[src/rtl/rowwise_scale.sv]
// Fixed-point types shared by the AFU datapath, followed by a two-stage streaming
// row scaler: multiply each element by a per-row scale, then shift and saturate.
package config_pkg;
    localparam int FixedPointPrecision = 16;
    localparam int FixedPointExponent  = -8;
    typedef logic signed [FixedPointPrecision-1:0] fixed_point_t;
    localparam fixed_point_t FixedPointMax = {1'b0, {(FixedPointPrecision-1){1'b1}}};
    localparam fixed_point_t FixedPointMin = {1'b1, {(FixedPointPrecision-1){1'b0}}};
endpackage

module rowwise_scale
    import config_pkg::*;
#(
    parameter int RowLen = 8
) (
    input  logic                                  clk_i,
    input  logic                                  rst_i,
    input  logic signed [FixedPointPrecision-1:0] scale_i,
    input  logic                                  in_valid_i,
    output logic                                  in_ready_o,
    input  logic signed [FixedPointPrecision-1:0] in_data_i,
    output logic                                  out_valid_o,
    input  logic                                  out_ready_i,
    output logic signed [FixedPointPrecision-1:0] out_data_o,
    output logic                                  out_last_o,
    output logic                                  out_sat_o
);
    localparam int P    = FixedPointPrecision;
    localparam int E    = FixedPointExponent;
    localparam int PW   = 2 * P;
    localparam int ShL  = (E > 0) ? E : 0;
    localparam int ShR  = (E < 0) ? -E : 0;
    localparam int QW   = PW + ShL;
    localparam int IdxW = (RowLen > 1) ? $clog2(RowLen) : 1;
    localparam logic [IdxW-1:0]      LastIdx = IdxW'(RowLen - 1);
    localparam logic signed [QW-1:0] QMax    = QW'(FixedPointMax);
    localparam logic signed [QW-1:0] QMin    = QW'(FixedPointMin);

    logic                   en_s;
    logic                   accept_s;
    logic                   first_s;
    logic [IdxW-1:0]        idx_r;
    logic signed [P-1:0]    scale_q_r;
    logic signed [P-1:0]    scale_eff_s;
    logic signed [PW-1:0]   a_ext_s;
    logic signed [PW-1:0]   s_ext_s;
    logic signed [PW-1:0]   prod_s;
    logic                   s1_valid_r;
    logic                   s1_last_r;
    logic                   s1_zero_r;
    logic signed [PW-1:0]   s1_prod_r;
    logic signed [QW-1:0]   q_ext_s;
    logic signed [QW-1:0]   q_s;
    logic signed [P-1:0]    y_s;
    logic                   sat_s;

    // Global enable: the whole pipeline freezes while a result is refused downstream.
    always_comb begin
        en_s     = !(out_valid_o && !out_ready_i);
        accept_s = in_valid_i && en_s;
        first_s  = (idx_r == '0);
    end

    assign in_ready_o = en_s;

    // The first beat of a row multiplies by scale_i directly, later beats by the latched copy.
    always_comb begin
        if (first_s) begin
            scale_eff_s = scale_i;
        end else begin
            scale_eff_s = scale_q_r;
        end
        a_ext_s = PW'(in_data_i);
        s_ext_s = PW'(scale_eff_s);
        prod_s  = a_ext_s * s_ext_s;
    end

    // Row position counter and per-row scale latch.
    always_ff @(posedge clk_i or posedge rst_i) begin
        if (rst_i) begin
            idx_r     <= '0;
            scale_q_r <= '0;
        end else if (accept_s) begin
            if (first_s) begin
                scale_q_r <= scale_i;
            end
            idx_r <= (idx_r == LastIdx) ? '0 : idx_r + IdxW'(1);
        end
    end

    // Stage 1: full-precision product with its framing tag.
    always_ff @(posedge clk_i or posedge rst_i) begin
        if (rst_i) begin
            s1_valid_r <= 1'b0;
            s1_last_r  <= 1'b0;
            s1_zero_r  <= 1'b0;
            s1_prod_r  <= '0;
        end else if (en_s) begin
            s1_valid_r <= accept_s;
            s1_last_r  <= (idx_r == LastIdx);
            s1_zero_r  <= (in_data_i == '0) || (scale_eff_s == '0);
            s1_prod_r  <= prod_s;
        end
    end

    // Rescale by the binary exponent (arithmetic right shift floors) and clamp to range.
    always_comb begin
        q_ext_s = QW'(s1_prod_r);
        q_s     = (q_ext_s <<< ShL) >>> ShR;
        if (s1_zero_r) begin
            y_s   = '0;
            sat_s = 1'b0;
        end else if (q_s > QMax) begin
            y_s   = FixedPointMax;
            sat_s = 1'b1;
        end else if (q_s < QMin) begin
            y_s   = FixedPointMin;
            sat_s = 1'b1;
        end else begin
            y_s   = q_s[P-1:0];
            sat_s = 1'b0;
        end
    end

    // Stage 2: registered stream outputs, held while stalled.
    always_ff @(posedge clk_i or posedge rst_i) begin
        if (rst_i) begin
            out_valid_o <= 1'b0;
            out_data_o  <= '0;
            out_last_o  <= 1'b0;
            out_sat_o   <= 1'b0;
        end else if (en_s) begin
            out_valid_o <= s1_valid_r;
            out_data_o  <= y_s;
            out_last_o  <= s1_last_r;
            out_sat_o   <= sat_s;
        end
    end

endmodule

[config.mk]
export PLATFORM = sky130hd
export DESIGN_NAME = rowwise_scale
export DESIGN_NICKNAME = d
export VERILOG_FILES = /design/src/rtl/rowwise_scale.sv
export SDC_FILE = /design/constraint.sdc
export NUM_CORES = 1
export LEC_CHECK = 0
export CORE_MARGIN = 5
export CORE_UTILIZATION = 60
export CTS_CLUSTER_DIAMETER = 40
export DETAILED_ROUTE_END_ITERATION = 7
export PLACE_DENSITY_LB_ADDON = 0.25
export SETUP_SLACK_MARGIN = 0.2
export SYNTH_ARGS = -nofsm -noshare
export SYNTH_HDL_FRONTEND = slang
export SYNTH_SLANG_ARGS = --single-unit
[constraint.sdc]
create_clock -name clk_i -period 11.1 [get_ports clk_i]
set_input_delay 2.22 -clock clk_i [delete_from_list [all_inputs] [get_ports clk_i]]
set_output_delay 2.22 -clock clk_i [all_outputs]
set_load 0.05 [all_outputs]
==> reports/metrics.yaml <==
path_cells: "clkdlybuf4s50_1 > nand2_1 > inv_1 > fa_1 > fa_1 > fa_1 > fa_1 > fa_1 > inv_1 > fa_1 > inv_1 > ha_1 > and4_1 > a21boi_0 > nand2_1 > o31ai_2 > nand4_1 > o21ai_0 > o211a_1 > o31ai_1"
path_class: "primary input to flip-flop"
syn_area_per_cell_um2: 9.34
rrSetupSlack_ps: 3250
hp-class: "flip-flop to flip-flop"
outcome: "complete, no violations"
worst_slack_ps: 2250
drtIter0Drc: 493
ioPinCount: 56
end_kind: "flip-flop"
hold_viol: 0
ant_nets: 0
clkLatencyLatePin_ps: 340
grt_max_degree: 66
final_cell_mix: "inv_1 (306), fa_1 (261), nand2_1 (158), ha_1 (82), and2_1 (68)"
overflow: 0
gp_congestion: 0.862
yosys_warnings: 0
max_freq_ghz: 0.113
num_rows: 52
finalNonFillerCells: 1629
startpoint_type: "primary input"
cp_common_cell: "fa_1"
avgViaCountPerCell: 5.56
cts_sinks: 65
first_global_vias: 9876
slowest_stage: "clkdlybuf4s50_1"
antenna_found_initial: 0
cts_buffers: 9
rsz0062_at_grt: "no"
fill_cells: 1708
seq_area_mm2: 0.00163
die_w_um: 154
netlist_area_mm2: 0.0124
synth_edf_count: 0
fin_nets: 1733
num_antenna_cells: 0
vias: 9062
multi_input_area_mm2: 0.00947
ys_seq_area_share_pct: 13.1
period_share_pct: 79.8
syn_nets: 1710
slew_headroom_pct: 23.3
arrival_ps: 9050
grt_pass1_wl_um: 48600
tightest_slew_ps: 1150
synth_async_sr_flop_share_pct: 100
drc: 0
ys_seq_elements: 65
postCtsResizedCells: 0
finalMaxSlewViolations: 0
cp.required_ps: 11300
die_area_mm2: 0.0237
post_cts_buffers: 0
setup_viol_count_final: 0
max_stage_delay_ps: 790
synth_cell_types: 51
layout_commonest_cell: "inv_1"
area_delta_synth_final_pct: 8.69
finalCriticalPeriod_ps: 8850
fin_worst_skew_ps: 5.76
cts_tree: "built"
hpwl_um: 22800
setup_tns_ps: 0
core-area_mm2: 0.0203
initial_core_util_pct: 61.2
chipHeight_um: 154
ys.flop_type: "dfrtp_1"
drv_cap: 0
placedCellCount: 1613
cts-root-buf: "clkbuf_16"
port_buffers: 55
post_route_cells_drive_above_1_share_pct: 4.12
cts_htree_levels: 3
gr-usage-all-layers_pct: 25.6
path_clk_slew_ps: 60
wirelength_um: 28800
clockBufferDepth: 2
routedWlPerCell_um: 17.7
hold_buffers: 0
synthCells: 1331
critPathMaxFanout: 17
place_ws_ps: 2010
first_pass_iters: 6
[path summary, 6_finish.rpt]
check / start / cells after the start / endpoint
worst max-delay path: in_data_i[15] / 20 / q_ext_s[29]$_DFFE_PP0N_
min in group asynchronous: rst_i / 3 / idx_r[2]$_DFFE_PP0P_
worst min-delay path: s1_last_r$_DFFE_PP0N_ / 2 / s1_last_r$_DFFE_PP0N_
max in group asynchronous: rst_i / 3 / q_ext_s[11]$_DFFE_PP0N_
worst max register to register: idx_r[0]$_DFFE_PP0P_ / 23 / q_ext_s[29]$_DFFE_PP0N_
worst min register to register: s1_last_r$_DFFE_PP0N_ / 2 / s1_last_r$_DFFE_PP0N_
[synthesized netlist by cell type (2+ instances only)]
cell type / count / area share [%]
a211o_1: 3 / 0.21
a211oi_1: 4 / 0.24
a21o_1: 4 / 0.24
a21oi_1: 30 / 1.2
a22oi_1: 2 / 0.12
a31oi_1: 4 / 0.20
and2_1: 68 / 3.4
and3_1: 3 / 0.15
and4_1: 2 / 0.14
buf_1: 3 / 0.091
clkbuf_1: 47 / 1.4
dfrtp_1: 65 / 13
fa_1: 261 / 42
ha_1: 82 / 8.3
inv_1: 307 / 9.3
mux2_2: 18 / 1.6
mux2i_1: 10 / 0.81
nand2_1: 158 / 4.8
nand2b_1: 12 / 0.60
nand3_1: 5 / 0.20
nand4_1: 6 / 0.30
nor2_1: 59 / 1.8
nor2b_1: 57 / 2.9
nor3_1: 14 / 0.56
nor4_1: 9 / 0.45
o21a_1: 6 / 0.36
o21ai_0: 33 / 1.3
o31ai_1: 9 / 0.54
or2_2: 5 / 0.25
or3_1: 3 / 0.15
xnor2_1: 17 / 1.2
xor2_1: 6 / 0.42
[worst max-delay path: cells and delay by family]
| kind | cells | cell delay [ps] |
|---|---|---|
| and+or+nand+nor | 4 | 800 |
| AOI/OAI and AO/OA | 5 | 1480 |
| adders and majority gates | 7 | 3560 |
| buffers and inverters | 4 | 1000 |
[per-stage QoR]
stage                     utilization [%]  hold slack, ps  instance area, µm²
after floorplan                         -             435               12400
after global placement               65.0             446               13200
after detailed placement             65.0             455               13200
after CTS                            66.6             467               13500
after global routing                 66.6             500               13500
final                                66.6             461               13500
[state kept, by name, indices dropped and copies added (netlist names)]
name	cells
idx_r	3
scale_q_r	16
out_last_o	1
s1_zero_r	1
q_ext_s	24
out_data_o	16
s1_last_r	1
s1_valid_r	1
out_sat_o	1
out_valid_o	1
[per-layer routing]
| metal | wire (µm) | share of wire, % | global-route usage [%] | vias to the layer above |
|---|---|---|---|---|
| li1 | - | - | - | 4030 |
| met1 | 10900 | 38 | 31.4 | 4663 |
| met2 | 15300 | 53 | 45.5 | 275 |
| met3 | 1330 | 4.6 | 3.57 | 94 |
| met4 | 1290 | 4.5 | 10.4 | 0 |
| met5 | 0 | 0 | 0 | - |
[logic make-up after synthesis]
group           Yosys count  share of synthesized area (%)
simple gates            405                           16.0
buf+inv                 358                           10.9
fa+ha+maj               343                           50.3
compound gates          108                           5.64
flops                    65                           13.1
mux                      29                           2.56
xor+xnor                 23                           1.62
[layout make-up]
| class | count | area share, % |
|---|---|---|
| Timing Repair Buffer | 63 | 4.52 |
| Tap cell | 270 | 2.50 |
| Sequential cell | 65 | 12.0 |
| Clock buffer | 9 | 1.67 |
| Inverter | 307 | 8.53 |
| Clock inverter | 7 | 0.704 |
| Multi-Input combinational cell | 908 | 70.0 |
Power is not shown: default switching activity piles up to over one toggle a cycle in this logic, so the estimate is an artifact.
